--- src/rtl/alu_ctrl_pkg.sv ---
// Shared definitions for the ALU control slice.
//  - ALU_DATA_WIDTH / ALU_FUNC_WIDTH: default operand and func widths
//    shared with the ALU instance.
//  - state_t: alu_arbiter sequencing states.
//  - onehot2: index-to-one-hot helper for two-way arbiters.
package alu_ctrl_pkg;

  localparam int unsigned ALU_DATA_WIDTH = 32;
  localparam int unsigned ALU_FUNC_WIDTH = 4;

  typedef enum logic [1:0] {
    S_IDLE = 2'd0,
    S_EXEC = 2'd1,
    S_RESP = 2'd2
  } state_t;

  function automatic logic [1:0] onehot2(input logic idx);
    return idx ? 2'b10 : 2'b01;
  endfunction

endpackage

--- src/rtl/rr_arbiter2.sv ---
// Two-way round-robin grant, purely combinational.
// Ports:
//  reqValid  in  2  request lines (bit i = requester i)
//  lastGrant in  1  index of the most recent winner
//  grant     out 2  one-hot grant, zero when nothing requests
//  grantIdx  out 1  index of the winner (0 when nothing requests)
//  grantAny  out 1  at least one request present
module rr_arbiter2
  import alu_ctrl_pkg::*;
(
  input  logic [1:0] reqValid,
  input  logic       lastGrant,
  output logic [1:0] grant,
  output logic       grantIdx,
  output logic       grantAny
);

  always_comb begin
    grantIdx = 1'b0;
    case (reqValid)
      2'b01:   grantIdx = 1'b0;
      2'b10:   grantIdx = 1'b1;
      // Contention: the requester that did not win last time goes next.
      2'b11:   grantIdx = ~lastGrant;
      default: grantIdx = 1'b0;
    endcase
    grantAny = |reqValid;
    grant    = grantAny ? onehot2(grantIdx) : 2'b00;
  end

endmodule

--- src/rtl/alu_arbiter.sv ---
// Shares one ALU between two requesters with valid/ready handshakes and
// round-robin arbitration. The winner's operands are latched into the
// alu_* registers, the ALU evaluates for one cycle, and its result is
// registered and returned with the owning requester's index.
// Ports:
//  clk, reset                  clock (rising edge), async active-high reset
//  req_valid/req_ready [1:0]   per-requester request handshake
//  req_alt/func/a/b            per-requester operands, req i in slice i
//  rsp_valid/rsp_ready         result handshake
//  rsp_id, rsp_data, rsp_cmp   result owner, registered dataOut / beqOut
//  alu_alt_op/func/data1/data2 registered operands to the ALU
//  alu_data_out, alu_cmp       ALU results
module alu_arbiter
  import alu_ctrl_pkg::*;
#(
  parameter int unsigned DATA_WIDTH = ALU_DATA_WIDTH,
  parameter int unsigned FUNC_WIDTH = ALU_FUNC_WIDTH
) (
  input  logic                    clk,
  input  logic                    reset,
  input  logic [1:0]              req_valid,
  output logic [1:0]              req_ready,
  input  logic [1:0]              req_alt,
  input  logic [2*FUNC_WIDTH-1:0] req_func,
  input  logic [2*DATA_WIDTH-1:0] req_a,
  input  logic [2*DATA_WIDTH-1:0] req_b,
  output logic                    rsp_valid,
  input  logic                    rsp_ready,
  output logic                    rsp_id,
  output logic [DATA_WIDTH-1:0]   rsp_data,
  output logic                    rsp_cmp,
  output logic                    alu_alt_op,
  output logic [FUNC_WIDTH-1:0]   alu_func,
  output logic [DATA_WIDTH-1:0]   alu_data1,
  output logic [DATA_WIDTH-1:0]   alu_data2,
  input  logic [DATA_WIDTH-1:0]   alu_data_out,
  input  logic                    alu_cmp
);

  state_t state;
  logic   lastGrant;

  logic [1:0] grant;
  logic       grantIdx;
  logic       grantAny;
  logic       fire;

  logic                  selAlt;
  logic [FUNC_WIDTH-1:0] selFunc;
  logic [DATA_WIDTH-1:0] selA;
  logic [DATA_WIDTH-1:0] selB;

  rr_arbiter2 uArb (
    .reqValid (req_valid),
    .lastGrant(lastGrant),
    .grant    (grant),
    .grantIdx (grantIdx),
    .grantAny (grantAny)
  );

  // Grant is only offered in IDLE, and never while reset is asserted.
  always_comb begin
    req_ready = 2'b00;
    if (!reset && state == S_IDLE) req_ready = grant;
    fire = |(req_valid & req_ready);
  end

  always_comb begin
    selAlt  = grantIdx ? req_alt[1] : req_alt[0];
    selFunc = grantIdx ? req_func[FUNC_WIDTH +: FUNC_WIDTH] : req_func[0 +: FUNC_WIDTH];
    selA    = grantIdx ? req_a[DATA_WIDTH +: DATA_WIDTH]    : req_a[0 +: DATA_WIDTH];
    selB    = grantIdx ? req_b[DATA_WIDTH +: DATA_WIDTH]    : req_b[0 +: DATA_WIDTH];
  end

  // alu_* registers are only written on accept, so the ALU sees the last
  // latched operation in every state.
  always_ff @(posedge clk or posedge reset) begin
    if (reset) begin
      state      <= S_IDLE;
      lastGrant  <= 1'b1;
      alu_alt_op <= 1'b0;
      alu_func   <= '0;
      alu_data1  <= '0;
      alu_data2  <= '0;
      rsp_valid  <= 1'b0;
      rsp_id     <= 1'b0;
      rsp_data   <= '0;
      rsp_cmp    <= 1'b0;
    end else begin
      case (state)
        S_IDLE: begin
          if (fire) begin
            alu_alt_op <= selAlt;
            alu_func   <= selFunc;
            alu_data1  <= selA;
            alu_data2  <= selB;
            rsp_id     <= grantIdx;
            lastGrant  <= grantIdx;
            state      <= S_EXEC;
          end
        end
        S_EXEC: begin
          rsp_data  <= alu_data_out;
          rsp_cmp   <= alu_cmp;
          rsp_valid <= 1'b1;
          state     <= S_RESP;
        end
        S_RESP: begin
          if (rsp_ready) begin
            rsp_valid <= 1'b0;
            state     <= S_IDLE;
          end
        end
        default: begin
          rsp_valid <= 1'b0;
          state     <= S_IDLE;
        end
      endcase
    end
  end

endmodule
--- config.mk ---
export PLATFORM = sky130hd
export DESIGN_NAME = alu_arbiter
export DESIGN_NICKNAME = d
export VERILOG_FILES = /design/src/rtl/alu_ctrl_pkg.sv /design/src/rtl/rr_arbiter2.sv /design/src/rtl/alu_arbiter.sv
export SDC_FILE = /design/constraint.sdc
export NUM_CORES = 1
export LEC_CHECK = 0
export CAP_MARGIN = 10
export CELL_PAD_IN_SITES_DETAIL_PLACEMENT = 1
export CELL_PAD_IN_SITES_GLOBAL_PLACEMENT = 2
export CORE_MARGIN = 1.5
export CORE_UTILIZATION = 26
export CTS_CLUSTER_SIZE = 28
export DETAILED_ROUTE_END_ITERATION = 10
export PLACE_DENSITY = 0.85
export REMOVE_ABC_BUFFERS = 1
export SLEW_MARGIN = 30
export SYNTH_ARGS = -nofsm -noshare
export SYNTH_HDL_FRONTEND = slang
export SYNTH_SLANG_ARGS = --single-unit
--- constraint.sdc ---
create_clock -name clk -period 7.51 [get_ports clk]
set_clock_uncertainty 0.2 [all_clocks]
set_input_delay 1.502 -clock clk [delete_from_list [all_inputs] [get_ports clk]]
set_output_delay 1.502 -clock clk [all_outputs]
set_load 0.05 [all_outputs]
**Word level (Yosys, flattened, before mapping)**

Index checks and enable logic that the tools add are counted.

- Output and inout port bits: 106
- Register bits: 107
- Logic and storage cells: 40
- Bits of input ports: 176

- Reduce and logical (&&, ||, !) cells: 8
- Bitwise gates (word level): 3
- Eq/ne operators: 6
- Multiplexer cells: 13

Operators with widths:

| operator | number |
|---|---|
| $mux W32 | 2 |
| $mux W2 | 5 |
| $eq A2 B2 Y1 const B | 3 |
| $pmux W2 S3 | 1 |
| $reduce_and A2 Y1 | 3 |
| $mux W4 | 1 |
| $ne A2 B2 Y1 const B | 2 |
| $reduce_or A2 Y1 | 2 |
| $pmux W1 S3 | 1 |
| $and A2 B2 Y2 | 1 |
| $eq A2 B1 Y1 const B | 1 |
| $logic_not A2 Y1 | 1 |
| $mux W1 | 2 |
| $not A1 Y1 | 2 |
| $pmux W1 S2 | 1 |
| $logic_and A1 B1 Y1 | 1 |
| $logic_not A1 Y1 | 1 |

**Longest topological paths before layout**

- Word-level depth: 9
- Mapped depth: 5
- Depth with buffers taken out: 3

**Modules after synthesis**

Synthesis repeated with hierarchy kept, for this count alone.

- Cell total of the unflattened synthesis: 314
- Area total of the unflattened synthesis: 5,203.7 um^2

By module, submodules not included:

| module | times used | cells each | seq. area each (um^2) | area an instance (um^2) |
|---|---|---|---|---|
| alu_arbiter | 1 | 309 | 2,678.8 | 5,171.2 |
| rr_arbiter2 | 1 | 5 | 0.0 | 32.5 |

**Worst setup path before layout**

No wires, ideal clock.

- Path kind: input -> output
- Start: input port req_valid[1]
- End: output port req_ready[1]
- Stages: 4
- Required time: 5,808 ps
- Arrival time: 3,424 ps
- Path buffers: 2
- Setup slack: 2,384 ps
- Cells stage by stage: a21bo_1 buf_2 buf_2 nor4_1

- Word-level cells in the longest chain between the ends: 5
- Elaborated cells on any way between the ends: 7
- Classes of those cells: 2 x eq/ne; 4 x mux; 1 x reduce/logical

RTL lines:

| what | RTL line | RTL |
|---|---|---|
| start, declared | alu_arbiter.sv:21 | `input logic [1:0] req_valid,` |
| $eq A2 B2 Y1 | rr_arbiter2.sv:20 | `case (reqValid)` |
| $pmux W1 S2 | rr_arbiter2.sv:20 |  |
| $mux W2 | alu_ctrl_pkg.sv:18 | `return idx ? 2'b10 : 2'b01;` |
| $mux W2 * | rr_arbiter2.sv:28 | `grant = grantAny ? onehot2(grantIdx) : 2'b00;` |
| $mux W2 * | alu_arbiter.sv:64 | `if (!reset && state == S_IDLE) req_ready = grant;` |
| end, declared | alu_arbiter.sv:22 | `output logic [1:0] req_ready,` |

Mark *: on every way between the ends. The rest lies on a longest branch, timed or not.

**Final worst setup path**

Same ends and word-level chain as after synthesis.

==> flow_summary.json <==
{
  "grt_first_pass_wirelength_mm": 25.4,
  "startpoint": "req_valid[1]",
  "critPathSlowestCell": "clkdlybuf4s50_1",
  "final-setup-viol-count": 0,
  "synth.yosys.seq_area_share": 0.518,
  "yosys.cell_types.count": 26,
  "clkPwrFrac": 0.121,
  "worst-endpoint-required_ns": 5.81,
  "total_core_area_mm2": 0.0195,
  "filler_cell_count": 2013,
  "grt_overflow": 0,
  "portBuffers": 281,
  "multi_input_comb_area_mm2": 0.00215,
  "grt_max_degree": 70,
  "final_cell_mix": "281 x clkdlybuf4s50_1, 106 x dfrtp_1, 69 x o32ai_1, 69 x a2bb2oi_2, 33 x mux2_2",
  "final_cells": 866,
  "timing.critical_path.to_type": "output port",
  "place_congestion": 0.715,
  "synth.largest_area_cell": "dfrtp_1",
  "fraction_of_layout_cells_with_a_size_suffix_above_1": 0.226,
  "critical-path-max-stage-delay_ns": 0.88,
  "postCtsSetupRepairBufs": 0,
  "drt-total-wl_mm": 16.8,
  "htreeDepth": 3,
  "sequentialPowerShare": 0.276,
  "row_count": 51,
  "p_int_mw": 1.96,
  "p_comb_frac": 0.603,
  "cts_tree": "done",
  "floorplan.die.width_um": 144,
  "place_inst": 850,
  "layout_worst_path_cycle_share": 0.686,
  "antenna_cells": 0,
  "seq_area_mm2": 0.00268,
  "hold_buffers": 0,
  "worst_setup_path_start_kind": "primary input",
  "clk_latency_ns": 0.35,
  "syn_area_per_cell_um2": 15.2,
  "setup_repair_after_global_routing_missed_its_margin": "no",
  "cts_root_buffer": "clkbuf_16",
  "timing.setup.critical_path_class": "in2out",
  "tightest_slew_ns": 0.796,
  "instance_area_after_placement_mm2": 0.00805,
  "drt_pass1_iterations": 4,
  "count_of_unresolved_drc_violations_after_routing": 0,
  "clock.fmax_ghz": 0.194,
  "route.antenna.remaining_nets": 0,
  "timing.final.hold_violations": 0,
  "cap_violations": 0,
  "met1_length_mm": 6.64,
  "met2RoutedLength_mm": 8.28,
  "switching_power_mw": 1.78,
  "reg2reg_to": "alu_alt_op",
  "postSynthCellCount": 339,
  "stdcell_area_mm2": 0.00832,
  "cts.sink_count": 107,
  "first_global_vias": 4646,
  "totalPowerFinal_mw": 3.75,
  "dr_total_vias": 4189,
  "detailedRoute.firstIterationViolations": 99,
  "dieHeight_um": 144,
  "cts_buffer_depth": 2,
  "peakVddDrop_mv": 0.184,
  "maxUsedRoutingLayer": "met4",
  "route.detailed.wl_per_inst_um": 19.3,
  "synth.area.top_cells": "dfrtp_1 51%, a2bb2oi_2 20%, o32ai_1 12%",
  "crit_top_cell": "clkdlybuf4s50_1",
  "cellLeakagePower_nw": 3.03,
  "gr-usage-all-layers": 0.159,
  "critical_path.cell_chain": "clkdlybuf4s50_1 > a21bo_2 > nor4_1 > clkdlybuf4s50_1",
  "cp_max_fo": 5,
  "routed-wl-met3_mm": 1.62,
  "area.growth.synth_to_final_pct": 61.1,
  "synth_area_mm2": 0.00517,
  "power_density_mw_per_mm2": 450,
  "timing.critical_path.arrival_ns": 3.45,
  "reg2reg_slack_ns": 4.48,
  "timing.final.crit_period_ns": 5.15,
  "final_sum_of_negative_setup_slack_ns": 0,
  "post_cts_resized": 0,
  "min_from": "rsp_valid",
  "hold_depth": 1,
  "outcome": "finished, final reports clean",
  "holdPathEnd": "rsp_valid",
  "cts_inserted_buffers": 9,
  "r2r_cells": 5,
  "ioPinCount": 282,
  "yosys_warnings": 0,
  "initial_antenna_violation_count": 0,
  "detailedPlacementHpwl_mm": 12.4,
  "relSlewSlack": 0.469,
  "most_common_library_cell_in_the_layout_ignoring_fill_and_taps": "clkdlybuf4s50_1",
  "timing.final.max_slew_violations": 0,
  "initial_standard_cell_utilization_of_the_core": 0.266,
  "cts.reportedPaths.clkPinSlew_ns": 0.08,
  "sw_frac_of_total": 0.476,
  "final_nets": 772,
  "synth_seq_cells": 107,
  "synth_largest_type_area_fraction": 0.513,
  "critical_path.reg2reg.startpoint": "state[1]",
  "floorplan.die_area_mm2": 0.0207,
  "route.detailed.vias_per_inst": 4.84,
  "worstHoldPathType": "reg2reg"
}
-- worst max path at each step --
stage	to	slack [ns]	cells after the start
floorplan	req_ready[0]	-0.46	2
global route	req_ready[1]	2.32	4
detailed placement	req_ready[1]	2.38	4
CTS	req_ready[1]	2.37	4
global placement	req_ready[1]	2.40	4
finish	req_ready[1]	2.36	4
-- flip-flops by register name, indices dropped and copies added, names as in the netlist --
register and flops:
lastGrant 1, rsp_id 1, rsp_data 32, alu_func 4, alu_alt_op 1, rsp_valid 1, alu_data1 32, state 2
alu_data2 32, rsp_cmp 1
-- routing by layer --
metal | up-vias | global-route usage
li1 | 1894 | -
met1 | 2080 | 0.179
met2 | 202 | 0.284
met3 | 13 | 0.0556
met4 | 0 | 0.0462
met5 | - | 0
-- kinds of logic after synthesis --
family / count (synthesis) / synth area share
DFF: 107 / 0.518
and+or+nand+nor: 8 / 0.0109
muxes: 33 / 0.0719
buffers and inverters: 45 / 0.0692
AOI/OAI and AO/OA: 146 / 0.330
-- cell usage after synthesis --
cell and instances:
a21bo_1 1, o32ai_1 69, o221a_2 1, nor2_1 1, nor3_2 1, nand3_1 1
buf_2 23, a21boi_0 1, a21o_1 1, a2bb2oi_2 69, o21a_2 1, dfrtp_1 106
clkbuf_1 7, buf_12 8, o21a_1 1, dfstp_2 1, inv_1 1, nor2b_1 3
buf_6 3, a21oi_1 1, mux2_2 33, buf_4 2, nor4_1 1, inv_2 1
nor3b_2 1, o21ai_0 1
-- power by group through the flow --
stage	logic, mW	registers, mW	clock network, mW
detailed placement	2.28	1.05	0
global placement	2.24	1.03	0
finish	2.26	1.03	0.454
CTS	2.28	1.04	0.475
floorplan	0.562	1.95	0
global route	2.35	1.07	0.501
-- final cells by class --
cell class | instances | area share
Timing Repair Buffer | 289 | 0.345
Sequential cell | 107 | 0.322
Multi-Input combinational cell | 187 | 0.259
Tap cell | 265 | 0.0398
Clock buffer | 9 | 0.0271
Clock inverter | 7 | 0.00616
Inverter | 2 | 0.00120
-- per-stage QoR --
| step | util | hold slack (ns) | setup slack (ns) |
|---|---|---|---|
| 2_1_floorplan | - | 0.315 | -0.455 |
| 3_5_place_dp | 0.413 | 0.292 | 2.38 |
| 4_1_cts | 0.428 | 0.310 | 2.37 |
| 3_3_place_gp | 0.413 | 0.276 | 2.40 |
| 6_report | 0.428 | 0.304 | 2.36 |
| 5_1_grt | 0.428 | 0.328 | 2.32 |
-- worst max-delay path, delay by kind of cell --
family	cells	cell delay (ns)
and+or+nand+nor	1	0.22
buffers and inverters	2	1.45
AOI/OAI and AO/OA	1	0.28
Note: power is estimated with default switching activity, not from simulation.
